## src/rtl/uart_tx_scheduler.sv

```systemverilog
// Round-robin scheduler that shares one UART transmitter among several clients.
// It captures the winning client's word, pulses the transmitter start, waits for
// the frame-done pulse (bounded by a timeout), inserts an idle gap, and then
// either re-grants a locking client or returns to idle arbitration.
module uart_tx_scheduler #(
  parameter int p_REQUESTERS = 4,
  parameter int p_DATA_BITS  = 8,
  parameter int p_GAP_CYCLES = 2,
  parameter int p_MAX_LOCK   = 3,
  parameter int p_TIMEOUT    = 1000
) (
  input  logic                                  i_clk,
  input  logic                                  i_rst,
  input  logic [p_REQUESTERS-1:0]               iv_req,
  input  logic [p_REQUESTERS-1:0]               iv_lock,
  input  logic [p_REQUESTERS*p_DATA_BITS-1:0]   iv_data,
  output logic [p_REQUESTERS-1:0]               ov_ack,
  output logic [p_REQUESTERS-1:0]               ov_grant,
  output logic [p_DATA_BITS-1:0]                ov_tx_data,
  output logic                                  o_tx_start,
  input  logic                                  i_tx_done,
  output logic                                  o_busy,
  output logic                                  o_timeout
);

  localparam int c_IW = (p_REQUESTERS > 1) ? $clog2(p_REQUESTERS) : 1;

  localparam logic [1:0] S_IDLE  = 2'd0;
  localparam logic [1:0] S_START = 2'd1;
  localparam logic [1:0] S_WAIT  = 2'd2;
  localparam logic [1:0] S_GAP   = 2'd3;

  localparam logic [c_IW-1:0] c_LAST     = c_IW'(p_REQUESTERS - 1);
  localparam logic [31:0]     c_TO_LAST  = 32'(p_TIMEOUT - 1);
  // With a zero gap this wraps to all ones, but the GAP state is never entered then.
  localparam logic [31:0]     c_GAP_LAST = 32'(p_GAP_CYCLES - 1);
  localparam logic [31:0]     c_LOCK_LIM = 32'(p_MAX_LOCK - 1);
  localparam bit              c_NO_GAP   = (p_GAP_CYCLES == 0);

  logic [1:0]              r_state;
  logic [c_IW-1:0]         r_ptr;
  logic [c_IW-1:0]         r_owner;
  logic [31:0]             r_cnt;
  logic [31:0]             r_lock_cnt;
  logic                    r_timed_out;
  logic [p_REQUESTERS-1:0] r_ack;
  logic [p_REQUESTERS-1:0] r_grant;
  logic [p_DATA_BITS-1:0]  r_tx_data;
  logic                    r_tx_start;
  logic                    r_timeout;

  logic [p_DATA_BITS-1:0]  w_words [p_REQUESTERS];
  logic                    w_found;
  logic [c_IW-1:0]         w_sel;
  logic [c_IW-1:0]         w_scan_idx;
  logic                    w_regrant;
  logic                    w_decide;
  logic                    w_to_hit;
  logic                    w_capture;
  logic                    w_release;
  logic [c_IW-1:0]         w_cap_idx;
  logic [p_REQUESTERS-1:0] w_cap_hot;
  logic [c_IW-1:0]         w_next_ptr;

  // Split the packed client bus into one word per client.
  always_comb begin
    for (int i = 0; i < p_REQUESTERS; i++) begin
      w_words[i] = iv_data[i*p_DATA_BITS +: p_DATA_BITS];
    end
  end

  // Round-robin search: first requester at or above the pointer, wrapping.
  always_comb begin
    w_found    = 1'b0;
    w_sel      = '0;
    w_scan_idx = '0;
    for (int i = 0; i < p_REQUESTERS; i++) begin
      w_scan_idx = c_IW'((int'(r_ptr) + i) % p_REQUESTERS);
      if (!w_found && iv_req[w_scan_idx]) begin
        w_found = 1'b1;
        w_sel   = w_scan_idx;
      end else begin
        w_found = w_found;
        w_sel   = w_sel;
      end
    end
  end

  // End-of-frame decision terms and the shared capture index / one-hot.
  always_comb begin
    w_to_hit  = (r_state == S_WAIT) && !i_tx_done && (r_cnt == c_TO_LAST);
    w_decide  = ((r_state == S_GAP) && (r_cnt == c_GAP_LAST)) ||
                ((r_state == S_WAIT) && i_tx_done && c_NO_GAP);
    w_regrant = iv_lock[r_owner] && iv_req[r_owner] &&
                (r_lock_cnt < c_LOCK_LIM) && !r_timed_out;
    w_capture = ((r_state == S_IDLE) && w_found) || (w_decide && w_regrant);
    w_release = (w_decide && !w_regrant) || (w_to_hit && c_NO_GAP);
    w_cap_idx = (r_state == S_IDLE) ? w_sel : r_owner;
    w_cap_hot = '0;
    w_cap_hot[w_cap_idx] = 1'b1;
    w_next_ptr = (w_cap_idx == c_LAST) ? '0 : (w_cap_idx + 1'b1);
  end

  // Capture path: owner, grant, ack/start pulses, transmit word and pointer.
  always_ff @(posedge i_clk) begin
    if (i_rst) begin
      r_owner    <= '0;
      r_grant    <= '0;
      r_ack      <= '0;
      r_tx_start <= 1'b0;
      r_tx_data  <= '0;
      r_ptr      <= '0;
    end else begin
      r_ack      <= '0;
      r_tx_start <= 1'b0;
      if (w_capture) begin
        r_owner    <= w_cap_idx;
        r_grant    <= w_cap_hot;
        r_ack      <= w_cap_hot;
        r_tx_start <= 1'b1;
        r_tx_data  <= w_words[w_cap_idx];
        r_ptr      <= w_next_ptr;
      end else if (w_release) begin
        r_grant <= '0;
      end
    end
  end

  // Frame sequencing: state, shared wait/gap counter, timeout and lock tracking.
  always_ff @(posedge i_clk) begin
    if (i_rst) begin
      r_state     <= S_IDLE;
      r_cnt       <= '0;
      r_lock_cnt  <= '0;
      r_timed_out <= 1'b0;
      r_timeout   <= 1'b0;
    end else begin
      r_timeout <= 1'b0;
      case (r_state)
        S_IDLE: begin
          if (w_capture) begin
            r_state     <= S_START;
            r_timed_out <= 1'b0;
          end
        end
        S_START: begin
          r_state <= S_WAIT;
          r_cnt   <= '0;
        end
        S_WAIT: begin
          if (i_tx_done) begin
            r_cnt <= '0;
            if (c_NO_GAP) begin
              r_state    <= w_regrant ? S_START : S_IDLE;
              r_lock_cnt <= w_regrant ? (r_lock_cnt + 32'd1) : 32'd0;
            end else begin
              r_state <= S_GAP;
            end
          end else if (w_to_hit) begin
            r_timeout   <= 1'b1;
            r_timed_out <= 1'b1;
            r_lock_cnt  <= '0;
            r_cnt       <= '0;
            r_state     <= c_NO_GAP ? S_IDLE : S_GAP;
          end else begin
            r_cnt <= r_cnt + 32'd1;
          end
        end
        S_GAP: begin
          if (r_cnt == c_GAP_LAST) begin
            r_cnt      <= '0;
            r_state    <= w_regrant ? S_START : S_IDLE;
            r_lock_cnt <= w_regrant ? (r_lock_cnt + 32'd1) : 32'd0;
          end else begin
            r_cnt <= r_cnt + 32'd1;
          end
        end
        default: begin
          r_state <= S_IDLE;
        end
      endcase
    end
  end

  assign ov_ack     = r_ack;
  assign ov_grant   = r_grant;
  assign ov_tx_data = r_tx_data;
  assign o_tx_start = r_tx_start;
  assign o_timeout  = r_timeout;
  assign o_busy     = (r_state != S_IDLE);

endmodule

```

## config.mk

```make
export PLATFORM = sky130hd
export DESIGN_NAME = uart_tx_scheduler
export DESIGN_NICKNAME = d
export VERILOG_FILES = /design/src/rtl/uart_tx_scheduler.sv
export SDC_FILE = /design/constraint.sdc
export NUM_CORES = 1
export LEC_CHECK = 0
export BUFFER_PORTS_ARGS = -buffer_cell sky130_fd_sc_hd__buf_2
export CORE_MARGIN = 8
export CORE_UTILIZATION = 55
export CTS_CLUSTER_SIZE = 12
export DETAILED_ROUTE_END_ITERATION = 8
export GPL_TIMING_DRIVEN = 0
export PLACE_DENSITY = 0.77
export SYNTH_ARGS = -nofsm -noshare
export SYNTH_HDL_FRONTEND = slang
export SYNTH_SLANG_ARGS = --single-unit
```

## constraint.sdc

```tcl
create_clock -name i_clk -period 3.6 [get_ports i_clk]
set_input_delay 0.54 -clock i_clk [delete_from_list [all_inputs] [get_ports i_clk]]
set_output_delay 0.54 -clock i_clk [all_outputs]
set_load 0.02 [all_outputs]
```

=== Word-level counts from Yosys, hierarchy flattened ===
Cells that the tools add are included.

* Add/sub/neg operators: 6
* Order comparisons: 9
* Eq/ne operators: 11
* Muxes and demuxes: 50
* Bitwise logic cells: 3
* Reductions and logical operators: 31

{| class="wikitable"
|+ Operator list
! cell !! count
|-
| 32-bit 2-to-1 mux || 7
|-
| 32-bit case mux with 3 select lines || 1
|-
| 32-bit by 1-bit adder with 32-bit output, second input constant || 2
|-
| 32-bit case mux with 2 select lines || 1
|-
| 32-bit by 1-bit == test with 1-bit output, second input constant || 1
|-
| 32-bit by 10-bit == test with 1-bit output, second input constant || 1
|-
| 32-bit by 2-bit less-than comparator with 1-bit output, second input constant || 1
|-
| 2-bit 2-to-1 mux || 10
|-
| 2-bit by 3-bit less-than comparator with 1-bit output, second input constant || 6
|-
| 1-bit 2-to-1 mux || 17
|-
| 8-bit binary-select mux with 2-bit select || 1
|-
| 8-bit 2-to-1 mux || 2
|-
| 1-bit logical AND || 13
|-
| 1-bit binary-select mux with 2-bit select || 6
|-
| 4-bit 2-to-1 mux || 2
|-
| 2-bit case mux with 4 select lines || 1
|-
| 4-bit AND reduction || 2
|-
| 2-bit nonzero test || 4
|-
| 2-bit == test, second input constant || 3
|-
| 1-bit zero test || 6
|-
| 2-bit inequality test, second input constant || 3
|-
| 2-bit by 1-bit adder with 2-bit output, second input constant || 2
|-
| 2-bit adder, second input constant || 2
|-
| 3-bit greater-or-equal comparator, second input constant || 1
|-
| other kinds (14) || 15
|}

* Register bits: 89
* Input bits: 43
* Output and inout port bits: 19
* Logic and storage cells: 121

=== Longest topological paths before layout ===
* Depth in word-level cells: 18
* Depth in mapped cells: 12
* Depth with buffers taken out: 10

=== Least setup slack after synthesis ===
OpenSTA, ideal clock, no wires.

* Path kind: register to register
* From: register r_state[0]
* To: register r_ptr[0]
* Library setup time: 0.067 ns
* Data arrival time: 2.506 ns
* Data required time: 3.533 ns
* Slack: 1.027 ns
* Cell stages (with the launch flop): 12
* Buffers on the path: 3
* Clock period less this slack: 2.573 ns
* Cells stage by stage: dfxtp_1 > inv_1 > ha_1 > clkbuf_1 > inv_1 > clkbuf_1 > a22oi_1 > clkbuf_1 > inv_1 > ha_1 > or3_4 > a21oi_2

* Cells in the longest elaborated chain, start to end: 4
* Elaborated cells on any way between the ends: 10
* Classes of those cells: add/sub (1); eq/ne (2); mux (2); reduce/logical (5)

{| class="wikitable"
|+ Ends and longest elaborated chain
! what !! RTL line !! RTL
|-
| from (decl) || 40 || <nowiki>logic [1:0] r_state;</nowiki>
|-
| from (signal assigned) || 154 || <nowiki>r_state <= w_regrant ? S_START : S_IDLE;</nowiki>
|-
| from (signal assigned) || 164 || <nowiki>r_state <= c_NO_GAP ? S_IDLE : S_GAP;</nowiki>
|-
| from (signal assigned) || 172 || <nowiki>r_state <= w_regrant ? S_START : S_IDLE;</nowiki>
|-
| 2-bit zero test || 98 || <nowiki>w_cap_idx = (r_state == S_IDLE) ? w_sel : r_owner;</nowiki>
|-
| 2-bit 2-to-1 mux || 98 ||
|-
| via w_cap_idx[1] || 61 || <nowiki>logic [c_IW-1:0] w_cap_idx;</nowiki>
|-
| 2-bit == test || 101 || <nowiki>w_next_ptr = (w_cap_idx == c_LAST) ? '0 : (w_cap_idx + 1'b1);</nowiki>
|-
| 2-bit 2-to-1 mux || 101 ||
|-
| to (signal assigned) || 122 || <nowiki>r_ptr <= w_next_ptr;</nowiki>
|-
| to (decl) || 41 || <nowiki>logic [c_IW-1:0] r_ptr;</nowiki>
|}

The timed path passes the listed nets, and every way through them passes these cells.
A chain may end at the register's enable or synchronous reset.

=== Worst setup path in the final report ===
Same ends and word-level chain as after synthesis.

==> impl_metrics.py <==
metrics = {
    "synthesis": {
        "synth-xor-area-share": 0.00940,
        "ys_seq_area_frac": 0.382,
        "synth_seq_cells": 89,
        "yosysTopAreaCell": "dfxtp_1",
        "synth_most_common_cell": "dfxtp_1",
        "synth_area_leaders": "dfxtp_1, a21oi_1, nor2_1, mux2i_1, nand2_1",
        "yosys.area_share.adder": 0.0269,
        "synth-edff-count": 0,
        "ys.warnings.count": 0,
        "synth.distinct_cells": 73,
        "synth_top_family_by_area": "simple AND/OR/NAND/NOR gates",
        "syn_inst": 549,
        "synth.avg_cell_area_um2": 8.48,
        "synth_ff_type": "dfxtp_1",
        "yosysTopAreaCellShare": 0.382,
        "synth_fp_nets": 602,
        "synth_area_um2": 4660,
        "ys_async_sr_fraction": 0,
        "synthMuxAreaShare": 0.0650,
        "synth_compound_area_frac": 0.192,
        "synth_commonest_cells": "dfxtp_1, nor2_1, a21oi_1, nand2_1, o21ai_0",
        "synth-simple-area-share": 0.279,
    },
    "global_routing": {
        "gr-total-overflow": 0,
        "grt_pass1_vias": 4342,
        "antenna_found_initial": 0,
        "grt.met3_usage": 0.0405,
        "grt_max_degree": 17,
        "grt_pass1_wl_mm": 20.1,
        "gr-usage-all-layers": 0.210,
        "top_usage_layer": "met2",
        "grt_use_met1": 0.250,
        "use_met2": 0.358,
    },
    "critical_path": {
        "path_max_fanout": 11,
        "cp-start-kind": "flip-flop",
        "end_kind": "flip-flop",
        "rr_startpoint": "r_state[0]",
        "cp.required_ns": 3.89,
        "crit_type": "reg2reg",
        "crit_start": "r_state[0]",
        "arrival_ns": 3.40,
    },
    "cts": {
        "ctsResizeCount": 0,
        "htreeDepth": 3,
        "cts_buffers": 9,
        "tritoncts": "built",
        "cts_buffer_depth": 2,
        "clock_latency_ns": 0.36,
        "clock_sinks": 89,
        "cts_root_buffer": "clkbuf_8",
        "hold_buffers": 0,
        "post_cts_buffers": 0,
        "clkTransAtPathRegs_ns": 0.10,
    },
    "detailed_routing": {
        "antenna_left": 0,
        "drc": 0,
        "avgRoutedWirePerCell_um": 16.6,
        "drt-vias-per-instance": 6.10,
        "vias": 4457,
        "drtPass1Iterations": 5,
        "drt-total-wl_mm": 12.1,
        "drtIter0Drc": 191,
    },
    "timing": {
        "setup-violations-final": 0,
        "clock_skew_ns": 0.0133,
        "tightest_slew_ns": 0.844,
        "worst_slack_ns": 0.494,
        "fmaxAchievable_mhz": 322,
        "rsz0062_at_grt": "false",
        "finalCriticalPeriod_ns": 3.11,
        "fin_tns_setup_ns": 0,
        "max_slew_margin": 0.430,
        "hold_violations": 0,
        "report.final.slew_viol_count": 0,
        "finalCritPeriodShare": 0.863,
    },
    "final_layout": {
        "antennaDiodeCount": 0,
        "area_delta_synth_final_pct": 14.2,
        "design_area_um2": 5320,
        "nets": 674,
        "fin_util": 0.647,
        "final_cells": 731,
        "drive_above_1_share": 0.196,
    },
    "die": {
        "ioPinCount": 62,
        "row_count": 33,
        "dieArea_um2": 11700,
        "initial_utilization": 0.567,
        "die_y_um": 108,
        "core_area_um2": 8220,
        "die_w_um": 108,
    },
    "placement": {
        "hpwl_mm": 8.94,
        "place_area_um2": 5090,
        "io_buffers": 61,
        "placed_cells": 715,
        "routabilityCongestion": 0.911,
        "pre_cts_slack_ns": 0.497,
    },
    "run": {
        "max_cap_viol_count": 0,
    },
    "status": {
        "status": "completed",
    },
    "power": {
        "p_leak_nw": 2.06,
        "powerDensity_nw_per_um2": 577,
        "vdd_drop_max_uv": 308,
    },
    "min_path": {
        "min_from": "ov_grant[0]",
        "hp-class": "reg2reg",
    },
}
==> where the power goes <==
| group | switching (mW) | leakage, nW | internal, mW |
|---|---|---|---|
| logic | 0.697 | 1.23 | 0.440 |
| registers | 0.0647 | 0.721 | 1.09 |
| clock network | 0.380 | 0.111 | 0.397 |
| total | 1.14 | 2.06 | 1.93 |
==> layout make-up <==
class	instances	area, um2
clock buffer	9	124
buffer	28	134
tap	105	131
clock inverter	7	98.8
timing repair buffer	61	305
inverter	21	78.8
fill	696	2900
multi-input combinational	411	2660
sequential	89	1780
==> metal layers <==
layer / routed length (um) / vias to the layer above / part of all wire
met4: 313 / 0 / 0.026
li1: - / 2174 / -
met2: 5870 / 143 / 0.48
met3: 649 / 35 / 0.053
met1: 5300 / 2105 / 0.44
met5: 0 / - / 0
==> state kept, by name (all words and copies together) (netlist names) <==
signal       flops
r_ptr            2
r_cnt           32
o_timeout        1
r_lock_cnt      32
ov_tx_data       8
r_owner          2
o_tx_start       1
r_state          2
r_timed_out      1
ov_ack           4
ov_grant         4
==> worst max-delay path, stage by stage, from the launching register on <==
cell and delay [ns]:
dfxtp_1 0.33, inv_1 0.10, ha_1 0.15, clkbuf_1 0.27, inv_1 0.13, clkbuf_1 0.32
a22oi_1 0.33, clkbuf_1 0.50, inv_1 0.14, ha_1 0.24, or3_4 0.39, a21oi_2 0.14
==> layout by cell type, fill, tap and decap left out, types with 16 or more instances in the layout <==
| master | netlist | routed |
|---|---|---|
| o21ai_0 | 24 | 24 |
| nand3_1 | 16 | 16 |
| a31oi_1 | 16 | 16 |
| dfxtp_1 | 89 | 89 |
| nor2_1 | 61 | 61 |
| mux2i_1 | 19 | 19 |
| buf_2 | 11 | 72 |
| nand2_1 | 35 | 35 |
| a21oi_1 | 47 | 47 |
| inv_1 | 20 | 20 |
==> metrics by stage <==
step / hold WS [ns] / total power [mW]
detailed placement: 0.457 / 2.31
finish: 0.481 / 3.07
CTS: 0.483 / 3.07
floorplan: 0.437 / 1.98
global route: 0.504 / 3.24
global placement: 0.453 / 2.28
==> cells by family after synthesis <==
family | after synthesis
flops | 89
fa+ha+maj | 10
buf+inv | 49
xor+xnor | 5
simple gates | 230
compound gates | 138
mux | 28
==> final timing paths <==
kind | endpoint | cells after the start | slack (ns)
worst min register to register | ov_grant[0] | 1 | 0.48
worst min-delay path | ov_grant[0] | 1 | 0.48
worst max register to register | r_ptr[0] | 11 | 0.49
worst max-delay path | r_ptr[0] | 11 | 0.49
No activity file was read; power rests on OpenSTA's default activity.
